$ cat src/rtl/serial_adder_ctrl.sv
// Bit-serial add controller: one shared full-adder stage, WIDTH cycles per add.
// Optional subtract mode is enabled by defining SERIAL_ADDER_SUBTRACT_EN.

module half_adder (
  input  logic x_i,
  input  logic y_i,
  output logic s_o,
  output logic c_o
);
  assign s_o = x_i ^ y_i;
  assign c_o = x_i & y_i;
endmodule

module serial_adder_ctrl #(
  parameter int WIDTH = 4
) (
  input  logic             clk,
  input  logic             reset,
  input  logic             start,
  input  logic [WIDTH-1:0] a,
  input  logic [WIDTH-1:0] b,
`ifdef SERIAL_ADDER_SUBTRACT_EN
  input  logic             sub,
`endif
  output logic             busy,
  output logic             done,
  output logic [WIDTH-1:0] sum,
  output logic             cout
);

  localparam int CW = $clog2(WIDTH + 1);
  localparam logic [CW-1:0] LAST = CW'(WIDTH - 1);

  typedef enum logic [1:0] {
    IDLE = 2'd0,
    RUN  = 2'd1,
    DONE = 2'd2
  } state_t;

  state_t           state_q;
  logic [WIDTH-1:0] a_sr_q;
  logic [WIDTH-1:0] b_sr_q;
  logic [WIDTH-1:0] psum_q;
  logic [WIDTH-1:0] psum_d;
  logic [WIDTH-1:0] sum_q;
  logic [CW-1:0]    cnt_q;
  logic             carry_q;
  logic             carry_d;
  logic             cout_q;
  logic             busy_q;
  logic             done_q;

  logic             hs0;
  logic             hc0;
  logic             hc1;
  logic             bit_w;

  logic [WIDTH-1:0] b_ld;
  logic             cin_ld;

`ifdef SERIAL_ADDER_SUBTRACT_EN
  // Subtraction is a + ~b + 1 through the same adder.
  assign b_ld   = sub ? ~b : b;
  assign cin_ld = sub;
`else
  assign b_ld   = b;
  assign cin_ld = 1'b0;
`endif

  half_adder u_ha0 (
    .x_i (a_sr_q[0]),
    .y_i (b_sr_q[0]),
    .s_o (hs0),
    .c_o (hc0)
  );

  half_adder u_ha1 (
    .x_i (hs0),
    .y_i (carry_q),
    .s_o (bit_w),
    .c_o (hc1)
  );

  assign carry_d = hc0 | hc1;

  // New sum bit enters at the MSB so the LSB ends up at bit 0.
  generate
    if (WIDTH == 1) begin : g_w1
      assign psum_d = bit_w;
    end else begin : g_wn
      assign psum_d = {bit_w, psum_q[WIDTH-1:1]};
    end
  endgenerate

  // Controller FSM with datapath registers and registered outputs.
  always_ff @(posedge clk) begin
    if (reset) begin
      state_q <= IDLE;
      a_sr_q  <= '0;
      b_sr_q  <= '0;
      psum_q  <= '0;
      sum_q   <= '0;
      cnt_q   <= '0;
      carry_q <= 1'b0;
      cout_q  <= 1'b0;
      busy_q  <= 1'b0;
      done_q  <= 1'b0;
    end else begin
      unique case (state_q)
        IDLE: begin
          done_q <= 1'b0;
          if (start) begin
            a_sr_q  <= a;
            b_sr_q  <= b_ld;
            carry_q <= cin_ld;
            cnt_q   <= '0;
            busy_q  <= 1'b1;
            state_q <= RUN;
          end
        end
        RUN: begin
          a_sr_q  <= a_sr_q >> 1;
          b_sr_q  <= b_sr_q >> 1;
          psum_q  <= psum_d;
          carry_q <= carry_d;
          cnt_q   <= cnt_q + CW'(1);
          if (cnt_q == LAST) begin
            sum_q   <= psum_d;
            cout_q  <= carry_d;
            busy_q  <= 1'b0;
            done_q  <= 1'b1;
            state_q <= DONE;
          end
        end
        DONE: begin
          done_q  <= 1'b0;
          state_q <= IDLE;
        end
        default: begin
          busy_q  <= 1'b0;
          done_q  <= 1'b0;
          state_q <= IDLE;
        end
      endcase
    end
  end

  assign busy = busy_q;
  assign done = done_q;
  assign sum  = sum_q;
  assign cout = cout_q;

endmodule

$ cat config.mk
export PLATFORM = sky130hd
export DESIGN_NAME = serial_adder_ctrl
export DESIGN_NICKNAME = d
export VERILOG_FILES = /design/src/rtl/serial_adder_ctrl.sv
export SDC_FILE = /design/constraint.sdc
export NUM_CORES = 1
export LEC_CHECK = 0
export ABC_AREA = 1
export CAP_MARGIN = 15
export CORE_ASPECT_RATIO = 0.9
export CORE_MARGIN = 3
export CORE_UTILIZATION = 35
export CTS_CLUSTER_DIAMETER = 50
export DETAILED_ROUTE_END_ITERATION = 8
export PLACE_DENSITY = 0.69
export SLEW_MARGIN = 5
export SYNTH_ARGS = -nofsm -noshare
export SYNTH_HDL_FRONTEND = slang
export SYNTH_HIERARCHICAL = 1
export SYNTH_SLANG_ARGS = --single-unit
$ cat constraint.sdc
create_clock -name clk -period 3.55 [get_ports clk]
set_clock_uncertainty 0.15 [all_clocks]
set_input_delay 0.71 -clock clk [delete_from_list [all_inputs] [get_ports clk]]
set_output_delay 0.71 -clock clk [all_outputs]
set_load 0.005 [all_outputs]
## Word level (Yosys, flattened, before mapping)

Cells that the tools add are included.

- Add/sub/neg operators: 1
- Equality and inequality tests: 5
- Mux-type cells: 14
- Bitwise gates (word level): 7
- Reductions and logical operators: 7

Operators with widths:

| operator | number |
|---|---|
| case mux 4 bit (2 select lines) | 2 |
| 2-to-1 mux 4 bit | 2 |
| case mux 3 bit (2 select lines) | 1 |
| AND reduction 2 bit | 3 |
| 2-to-1 mux 2 bit | 2 |
| inequality test 2 bit (second input constant) | 2 |
| case mux 2 bit (2 select lines) | 1 |
| adder 3 x 1 -> 3 bit (second input constant) | 1 |
| equality test 3 x 2 -> 1 bit (second input constant) | 1 |
| 2-to-1 mux 1 bit | 3 |
| 2-to-1 mux 3 bit | 1 |
| case mux 1 bit (3 select lines) | 1 |
| AND reduction 3 bit | 1 |
| AND 1 bit | 2 |
| equality test 2 x 1 -> 1 bit (second input constant) | 1 |
| equality test 2 bit (second input constant) | 1 |
| logical NOT 2 bit | 1 |
| NOT 1 bit | 2 |
| case mux 1 bit (2 select lines) | 1 |
| nonzero test 2 bit | 1 |
| OR reduction 2 bit | 1 |
| bitwise XOR 1 bit | 2 |
| bitwise OR 1 bit | 1 |

- Flip-flop bits (word level): 25
- Input bits: 11
- Output and inout port bits: 7

## Longest topological paths before layout

Gate-level depths: netlist of the first run.

- Depth after elaboration: 4
- Depth in mapped cells: 8
- Depth with buffers taken out: 8

## Hierarchy

Netlist of the first run, hierarchy kept.

Modules (own cells, without submodules):

| module | times used | cells each | area an instance (um2) | seq. area each (um2) |
|---|---|---|---|---|
| serial_adder_ctrl | 1 | 134 | 1,023.5 | 480.5 |
| half_adder | 2 | 1 | 12.5 | 0.0 |

## Least setup slack after synthesis of the first run

No wires, ideal clock.

- Path type: in2reg
- Start: input port reset
- End: register cnt_q[1]
- Library setup time: 121 ps
- Data arrival time: 1,252 ps
- Data required time: 3,279 ps
- Path slack: 2,027 ps
- Cell stages on the path: 5
- Path buffers: 2
- Cells stage by stage: buf_2 inv_1 buf_4 nand3_1 o21ai_0

RTL lines:

| element | line | RTL |
|---|---|---|
| from (decl) | 18 | `input logic reset,` |
| to (signal assigned) | 126 | `cnt_q <= cnt_q + CW'(1);` |
| to (decl) | 46 | `logic [CW-1:0] cnt_q;` |

## Worst setup path after layout of the first run

- Start: register sum_q[1], in the netlist sum[1]
- End: output port sum[1]

RTL lines:

| element | line | RTL |
|---|---|---|
| from (decl) | 45 | `logic [WIDTH-1:0] sum_q;` |
| from (signal assigned) | 128 | `sum_q <= psum_d;` |
| to (decl) | 27 | `output logic [WIDTH-1:0] sum,` |

No word-level cell between the ends.

==> flow_summary.html, run 1 <==
<table>
<tr><th>Metric</th><th>Value</th></tr>
<tr><th colspan="2">Die</th></tr>
<tr><td>X dimension of the die</td><td>63.7 um</td></tr>
<tr><td>Initial cell density of the core</td><td>37.5%</td></tr>
<tr><td>DIE HEIGHT</td><td>approximately 58 um</td></tr>
<tr><td>Cell row count</td><td>18</td></tr>
<tr><td>Area of the die</td><td>0.00369 mm2</td></tr>
<tr><td>Ports</td><td>18</td></tr>
<tr><td>Area inside the core boundary</td><td>0.00279 mm2</td></tr>
<tr><th colspan="2">Finish</th></tr>
<tr><td>Proportion of layout cells with a drive suffix above 1</td><td>7.19%</td></tr>
<tr><td>Commonest cells after routing, fill and taps aside</td><td>24 x dfxtp_1, 22 x nand3_1, 20 x nor2_1</td></tr>
<tr><td>FF/Latch Area</td><td>480 um2</td></tr>
<tr><td>Number of nets at the end of the flow</td><td>169</td></tr>
<tr><td>Layout Cell Area excl Fill</td><td>roughly 0.0013 mm2</td></tr>
<tr><td>Layout overhead on the synthesized area</td><td>23.0%</td></tr>
<tr><td>Multi-input gate area</td><td>470 um2</td></tr>
<tr><td>Utilization after layout</td><td>between 40% and 50%</td></tr>
<tr><td>ANT cells</td><td>0</td></tr>
<tr><td>Most common cell after layout, fill and taps aside</td><td>dfxtp_1</td></tr>
<tr><td>Filler instances</td><td>298</td></tr>
<tr><th colspan="2">CTS</th></tr>
<tr><td>Clk pin slew, worst setup/hold paths</td><td>130 ps</td></tr>
<tr><td>Number of hold buffers added after CTS</td><td>0</td></tr>
<tr><td>Clock net sink count</td><td>24</td></tr>
<tr><td>Buffer levels on the longest clock path</td><td>2</td></tr>
<tr><td>Level count of the clock H-tree</td><td>1</td></tr>
<tr><td>Clock latency on the worst-skew pair</td><td>310 ps</td></tr>
<tr><td>TritonCTS clock tree</td><td>done</td></tr>
<tr><td>Number of cells upsized or downsized after cts</td><td>0</td></tr>
<tr><td>Clock Tree Root</td><td>clkbuf_4</td></tr>
<tr><td>Number of buffers created by CTS</td><td>3</td></tr>
<tr><td>Number of setup buffers added after CTS</td><td>0</td></tr>
<tr><th colspan="2">Synth</th></tr>
<tr><td>Most area-consuming cells after synthesis</td><td>dfxtp_1 46%, nand3_1 11%, nor2_1 7.2%, nand2_1 6.4%, inv_1 5.0%</td></tr>
<tr><td>Area share of the largest cell type after synthesis</td><td>45.8%</td></tr>
<tr><td>Synth Register Bits</td><td>24</td></tr>
<tr><td>Number of nets in the synthesized netlist</td><td>between 150 and 200</td></tr>
<tr><td>Synthesized instance count</td><td>136</td></tr>
<tr><td>Number of distinct standard cells referenced by the synthesized netlist</td><td>19</td></tr>
<tr><td>Post-synth top area cell</td><td>dfxtp_1</td></tr>
<tr><td>Netlist area before placement</td><td>~0.0010 mm2</td></tr>
<tr><td>Yosys warning total</td><td>6</td></tr>
<tr><td>Post-synthesis sequential area ratio</td><td>a little under half</td></tr>
<tr><td>Average cell area after synthesis</td><td>7.71 um2</td></tr>
<tr><th colspan="2">Routing</th></tr>
<tr><td>Routed wirelength normalized by instance count</td><td>between 10 and 15 um</td></tr>
<tr><td>Number of design-rule violations left by the first detailed-router iteration</td><td>18</td></tr>
<tr><td>Vias per cell</td><td>4.69</td></tr>
<tr><td>Remaining number of nets flagged by the antenna check after routing</td><td>0</td></tr>
<tr><td>Total wire length after detailed routing</td><td>~2.0 mm</td></tr>
<tr><td>Vias</td><td>906</td></tr>
<tr><td>Length of the first detailed-routing pass in iterations</td><td>4</td></tr>
<tr><td>Number of remaining DRC errors</td><td>0</td></tr>
<tr><th colspan="2">Global routing</th></tr>
<tr><td>Via count of the first global-routing pass</td><td>799</td></tr>
<tr><td>Global-route wire length before repair</td><td>3.48 mm</td></tr>
<tr><td>Maximum number of pins on one net before global-route repair</td><td>20</td></tr>
<tr><td>Remaining global-route overflow</td><td>0</td></tr>
<tr><td>Antenna violations before repair</td><td>0</td></tr>
<tr><td>Global Route Usage Sum</td><td>11.7%</td></tr>
<tr><th colspan="2">Worst setup path</th></tr>
<tr><td>Longest individual stage delay on the worst path</td><td>a little over 500 ps</td></tr>
<tr><td>Maximum net fanout on the critical path</td><td>2</td></tr>
<tr><td>Required time of the critical path</td><td>2690 ps</td></tr>
<tr><td>Data arrival time at the worst-slack endpoint</td><td>between 1000 and 1500 ps</td></tr>
<tr><td>Number of buffer and inverter instances along the worst setup path</td><td>1</td></tr>
<tr><td>Crit path max-delay cell type</td><td>clkdlybuf4s50_1</td></tr>
<tr><td>CP top delay family</td><td>buffers and inverters</td></tr>
<tr><td>Cell Chain, Critical Path</td><td>clkdlybuf4s50_1</td></tr>
<tr><td>Type of destination of the critical path</td><td>primary output</td></tr>
<tr><td>Startpoint type of the worst setup path</td><td>flip-flop</td></tr>
<tr><td>Critical setup path kind</td><td>flip-flop to primary output</td></tr>
<tr><th colspan="2">Min path</th></tr>
<tr><td>Class of the tightest hold or removal check</td><td>flip-flop to flip-flop</td></tr>
<tr><th colspan="2">Placed design</th></tr>
<tr><td>Placement-stage cell area</td><td>0.00124 mm2</td></tr>
<tr><td>Routability cong.</td><td>0.759</td></tr>
<tr><td>Number of buffers inserted by port buffering</td><td>17</td></tr>
<tr><td>Detailed placement HPWL</td><td>1.45 mm</td></tr>
<tr><th colspan="2">Timing</th></tr>
<tr><td>Headroom to the max-slew limit</td><td>68.6%</td></tr>
<tr><td>Maximum clock rate</td><td>about 0.49 GHz</td></tr>
<tr><td>Slew Viols, Final</td><td>0</td></tr>
<tr><td>Final setup violating endpoints</td><td>0</td></tr>
<tr><td>Total negative slack</td><td>0 ps</td></tr>
<tr><td>Final critical-path required period</td><td>between 2000 and 2500 ps</td></tr>
<tr><td>Transition at the pin with the smallest max-transition slack</td><td>~470 ps</td></tr>
<tr><td>Final hold vios</td><td>0</td></tr>
<tr><td>Unrepaired setup endpoints after global routing</td><td>false</td></tr>
<tr><td>Period utilisation layout</td><td>57.8%</td></tr>
<tr><th colspan="2">Pwr</th></tr>
<tr><td>Leakage power figure</td><td>between 0.5 and 0.6 nW</td></tr>
<tr><td>Maximum ir drop on the vdd rail</td><td>0.225 mV</td></tr>
<tr><td>Cell Pwr Density</td><td>~430 mW/mm2</td></tr>
<tr><th colspan="2">Flow run</th></tr>
<tr><td>Number of maximum-capacitance violations</td><td>0</td></tr>
<tr><th colspan="2">Status</th></tr>
<tr><td>Run status</td><td>complete, no violations</td></tr>
</table>
[report_power, final]
group | internal [mW] | leakage (nW) | switching, mW | total (mW)
combinational | 0.0292 | 0.325 | 0.0329 | 0.0621
clock | 0.114 | 0.0279 | 0.0825 | 0.197
sequential | 0.282 | 0.196 | 0.00965 | 0.292
total | 0.425 | 0.549 | 0.125 | 0.550
[area by class of cell]
type                    instances  share of cell area (%)
clock buffers                   3                    1.75
flip-flops and latches         24                    37.2
repair buffers                 17                    13.2
well taps                      40                    3.88
clock inverters                 1                    2.33
inverters                      17                    5.14
multi-input cells              91                    36.5
[final timing paths]
kind,startpoint,end,cells after the start,slack (ps)
worst max register to register,cnt_q[0],cout,6,1990
worst min register to register,psum_q[2],sum[1],2,330
worst min-delay path,psum_q[2],sum[1],2,330
worst max-delay path,sum[1],sum[1],1,1500
[kinds of logic (layout without fill, tap and decap cells)]
family,Yosys count,count (layout),share of synthesized area (%)
AOI/OAI and AO/OA,22,22,10.7
adders and majority gates,4,4,4.77
buffers and inverters,21,38,9.31
DFF,24,24,45.8
and+or+nand+nor,65,65,29.4
[through the flow]
step                      instances  setup WS, ps  power, mW  hold slack, ps
final                           193          1500      0.550             329
after global routing            193          1450      0.570             355
after CTS                       193          1480      0.554             326
after detailed placement        189          1280      0.360             299
after global placement          189          1360      0.358             299
after floorplan                 136          2030      0.339             279
[per-layer routing]
metal / up-vias / global-route usage [%] / share of wire [%]
met5: - / 0 / 0
met4: 0 / 3.69 / 1.1
met3: 2 / 2.91 / 4.3
met2: 20 / 18.5 / 43
li1: 475 / - / -
met1: 409 / 16.0 / 51
[cell usage after synthesis]
library cell  number
a21oi_1           10
buf_2              1
buf_4              2
buf_6              1
clkinv_1           1
dfxtp_1           24
ha_1               4
inv_1             14
inv_2              1
inv_4              1
nand2_1           18
nand2_2            1
nand2_4            2
nand2_8            1
nand3_1           22
nor2_1            20
nor2_2             1
o21ai_0           10
o22ai_1            2
[registers in the layout (all words and copies together), names as in the netlist, 2 cells and up]
register	flops
a_sr_q	4
b_sr_q	4
cnt_q	3
psum_q	3
state_q	2
sum	4
[worst reg2reg max path, delay by kind of cell (launching register included)]
family	cells	cell delay, ps
compound gates	2	250
flops	1	380
simple gates	1	210
buf+inv	1	80
fa+ha+maj	2	420
(Power assumes the default switching activity.)
==> run 2, diff against run 1 <==
- clock period: 3.55 -> 2 ns (I/O delays scaled with it)
==> flow_summary.html, run 2 (synthesis gave the netlist of run 1 again) <==
<table>
<tr><th>Metric</th><th>Value</th></tr>
<tr><th colspan="2">Finish</th></tr>
<tr><td>Commonest cells after routing, fill and taps aside</td><td>24 x dfxtp_1, 22 x nand3_1, 20 x nor2_1</td></tr>
<tr><td>Filler instances</td><td>289</td></tr>
<tr><td>Proportion of layout cells with a drive suffix above 1</td><td>7.79%</td></tr>
<tr><td>Most common cell after layout, fill and taps aside</td><td>dfxtp_1</td></tr>
<tr><td>Number of nets at the end of the flow</td><td>170</td></tr>
<tr><td>Layout overhead on the synthesized area</td><td>22.2%</td></tr>
<tr><td>Number of standard cells in the layout, taps in and fillers out</td><td>about 190</td></tr>
<tr><td>ANT cells</td><td>0</td></tr>
<tr><th colspan="2">Timing</th></tr>
<tr><td>Total negative slack</td><td>0 ps</td></tr>
<tr><td>Headroom to the max-slew limit</td><td>around 70%</td></tr>
<tr><td>Final critical-path required period</td><td>roughly 1700 ps</td></tr>
<tr><td>Slew Viols, Final</td><td>0</td></tr>
<tr><td>Post-route worst setup slack</td><td>between 200 and 300 ps</td></tr>
<tr><td>Period utilisation layout</td><td>86.7%</td></tr>
<tr><td>Unrepaired setup endpoints after global routing</td><td>false</td></tr>
<tr><td>Final setup violating endpoints</td><td>0</td></tr>
<tr><td>Maximum clock rate</td><td>0.577 GHz</td></tr>
<tr><td>Final hold vios</td><td>0</td></tr>
<tr><td>Transition at the pin with the smallest max-transition slack</td><td>454 ps</td></tr>
<tr><th colspan="2">Worst setup path</th></tr>
<tr><td>Crit path max-delay cell type</td><td>clkdlybuf4s50_1</td></tr>
<tr><td>CP top delay family</td><td>buffers and inverters</td></tr>
<tr><td>Critical setup path kind</td><td>flip-flop to primary output</td></tr>
<tr><td>Capture point of the worst reg-to-reg path</td><td>cout</td></tr>
<tr><td>Cell Chain, Critical Path</td><td>clkdlybuf4s50_1</td></tr>
<tr><td>Maximum net fanout on the critical path</td><td>2</td></tr>
<tr><td>Worst reg2reg setup slack</td><td>roughly 450 ps</td></tr>
<tr><td>Crit Reg-Reg Startpoint</td><td>cnt_q[0]</td></tr>
<tr><td>Data arrival time at the worst-slack endpoint</td><td>1180 ps</td></tr>
<tr><td>Startpoint type of the worst setup path</td><td>flip-flop</td></tr>
<tr><td>Worst reg2reg path depth</td><td>6</td></tr>
<tr><td>Type of destination of the critical path</td><td>primary output</td></tr>
<tr><td>Longest individual stage delay on the worst path</td><td>500 ps</td></tr>
<tr><td>Required time of the critical path</td><td>1450 ps</td></tr>
<tr><td>Number of buffer and inverter instances along the worst setup path</td><td>1</td></tr>
<tr><th colspan="2">Pwr</th></tr>
<tr><td>Leakage power figure</td><td>0.547 nW</td></tr>
<tr><td>Maximum ir drop on the vdd rail</td><td>0.413 mV</td></tr>
<tr><td>Cell Pwr Density</td><td>693 mW/mm2</td></tr>
<tr><th colspan="2">Die</th></tr>
<tr><td>Ports</td><td>18</td></tr>
<tr><td>DIE HEIGHT</td><td>57.9 um</td></tr>
<tr><td>Cell row count</td><td>18</td></tr>
<tr><td>Initial cell density of the core</td><td>37.5%</td></tr>
<tr><td>Area inside the core boundary</td><td>0.00279 mm2</td></tr>
<tr><td>Area of the die</td><td>0.00369 mm2</td></tr>
<tr><td>X dimension of the die</td><td>63.7 um</td></tr>
<tr><th colspan="2">Global routing</th></tr>
<tr><td>Via count of the first global-routing pass</td><td>813</td></tr>
<tr><td>Remaining global-route overflow</td><td>0</td></tr>
<tr><td>Global-route wire length before repair</td><td>3.62 mm</td></tr>
<tr><td>Global Route Usage Sum</td><td>about an eighth</td></tr>
<tr><td>Maximum number of pins on one net before global-route repair</td><td>20</td></tr>
<tr><td>Antenna violations before repair</td><td>0</td></tr>
<tr><th colspan="2">CTS</th></tr>
<tr><td>Level count of the clock H-tree</td><td>1</td></tr>
<tr><td>Clock Tree Root</td><td>clkbuf_4</td></tr>
<tr><td>Clk pin slew, worst setup/hold paths</td><td>130 ps</td></tr>
<tr><td>Buffer levels on the longest clock path</td><td>2</td></tr>
<tr><td>Clock latency on the worst-skew pair</td><td>roughly 320 ps</td></tr>
<tr><td>Number of cells upsized or downsized after cts</td><td>0</td></tr>
<tr><td>Number of setup buffers added after CTS</td><td>0</td></tr>
<tr><td>Clock net sink count</td><td>24</td></tr>
<tr><td>Number of buffers created by CTS</td><td>3</td></tr>
<tr><td>Number of hold buffers added after CTS</td><td>0</td></tr>
<tr><td>TritonCTS clock tree</td><td>done</td></tr>
<tr><th colspan="2">Placed design</th></tr>
<tr><td>Post-placement setup slack</td><td>roughly 290 ps</td></tr>
<tr><td>Detailed placement HPWL</td><td>between 1.5 and 2 mm</td></tr>
<tr><td>Number of buffers inserted by port buffering</td><td>17</td></tr>
<tr><td>Placed cells</td><td>190</td></tr>
<tr><td>Routability cong.</td><td>0.745</td></tr>
<tr><th colspan="2">Routing</th></tr>
<tr><td>Routed wirelength normalized by instance count</td><td>10.9 um</td></tr>
<tr><td>Number of remaining DRC errors</td><td>0</td></tr>
<tr><td>Number of design-rule violations left by the first detailed-router iteration</td><td>20</td></tr>
<tr><td>Vias</td><td>920</td></tr>
<tr><td>Remaining number of nets flagged by the antenna check after routing</td><td>0</td></tr>
<tr><td>Total wire length after detailed routing</td><td>2.11 mm</td></tr>
<tr><td>Vias per cell</td><td>between 4 and 5</td></tr>
<tr><td>Length of the first detailed-routing pass in iterations</td><td>4</td></tr>
<tr><th colspan="2">Min path</th></tr>
<tr><td>Number of cells on the worst hold path</td><td>2</td></tr>
<tr><td>Hold Startpoint</td><td>cout</td></tr>
<tr><td>Hold Crit Endpoint</td><td>cout</td></tr>
<tr><td>Class of the tightest hold or removal check</td><td>flip-flop to flip-flop</td></tr>
<tr><th colspan="2">Status</th></tr>
<tr><td>Run status</td><td>complete, no violations</td></tr>
<tr><th colspan="2">Flow run</th></tr>
<tr><td>Number of maximum-capacitance violations</td><td>0</td></tr>
</table>
[run 2: stage by stage]
stage               utilization (%)  total power, mW  hold slack (ps)  instance area (um2)
finish                         45.9            0.888              325                 1280
global route                   45.9            0.924              356                 1280
CTS                            45.9            0.895              323                 1280
detailed placement             44.6            0.641              305                 1240
global placement               44.6            0.637              295                 1240
floorplan                         -            0.602              279                 1050
[run 2: cell type report]
cell class | count | area (um2) | area share [%]
clock buffers | 4 | 36.3 | 2.83
inverters | 17 | 66.3 | 5.18
multi-input cells | 91 | 470 | 36.7
flip-flops and latches | 24 | 480 | 37.5
well taps | 40 | 50.0 | 3.91
repair buffers | 18 | 178 | 13.9
[run 2: layer usage]
layer / track usage [%] / vias up / wire length [um]
met5: 0 / - / 0
met4: 4.92 / 0 / 35
met3: 3.68 / 5 / 90
met2: 19.5 / 15 / 940
met1: 16.1 / 420 / 1050
li1: - / 480 / -
[run 2: worst max-delay path by stage]
stage | from | end | slack [ps] | depth (start not counted)
after floorplan | a_sr_q[0] | psum_q[3] | 670 | 4
after CTS | sum[2] | sum[2] | 240 | 1
after global routing | sum[1] | sum[1] | 220 | 1
final | sum[2] | sum[2] | 270 | 1
after detailed placement | start | b_sr_q[1] | 290 | 5
after global placement | start | a_sr_q[3] | 340 | 5
[run 2: power by group]
group	internal (mW)	total (mW)	switching (mW)
Clock	0.111	0.256	0.145
Sequential	0.501	0.518	0.0176
Combinational	0.0532	0.113	0.0598
Total	0.665	0.888	0.222
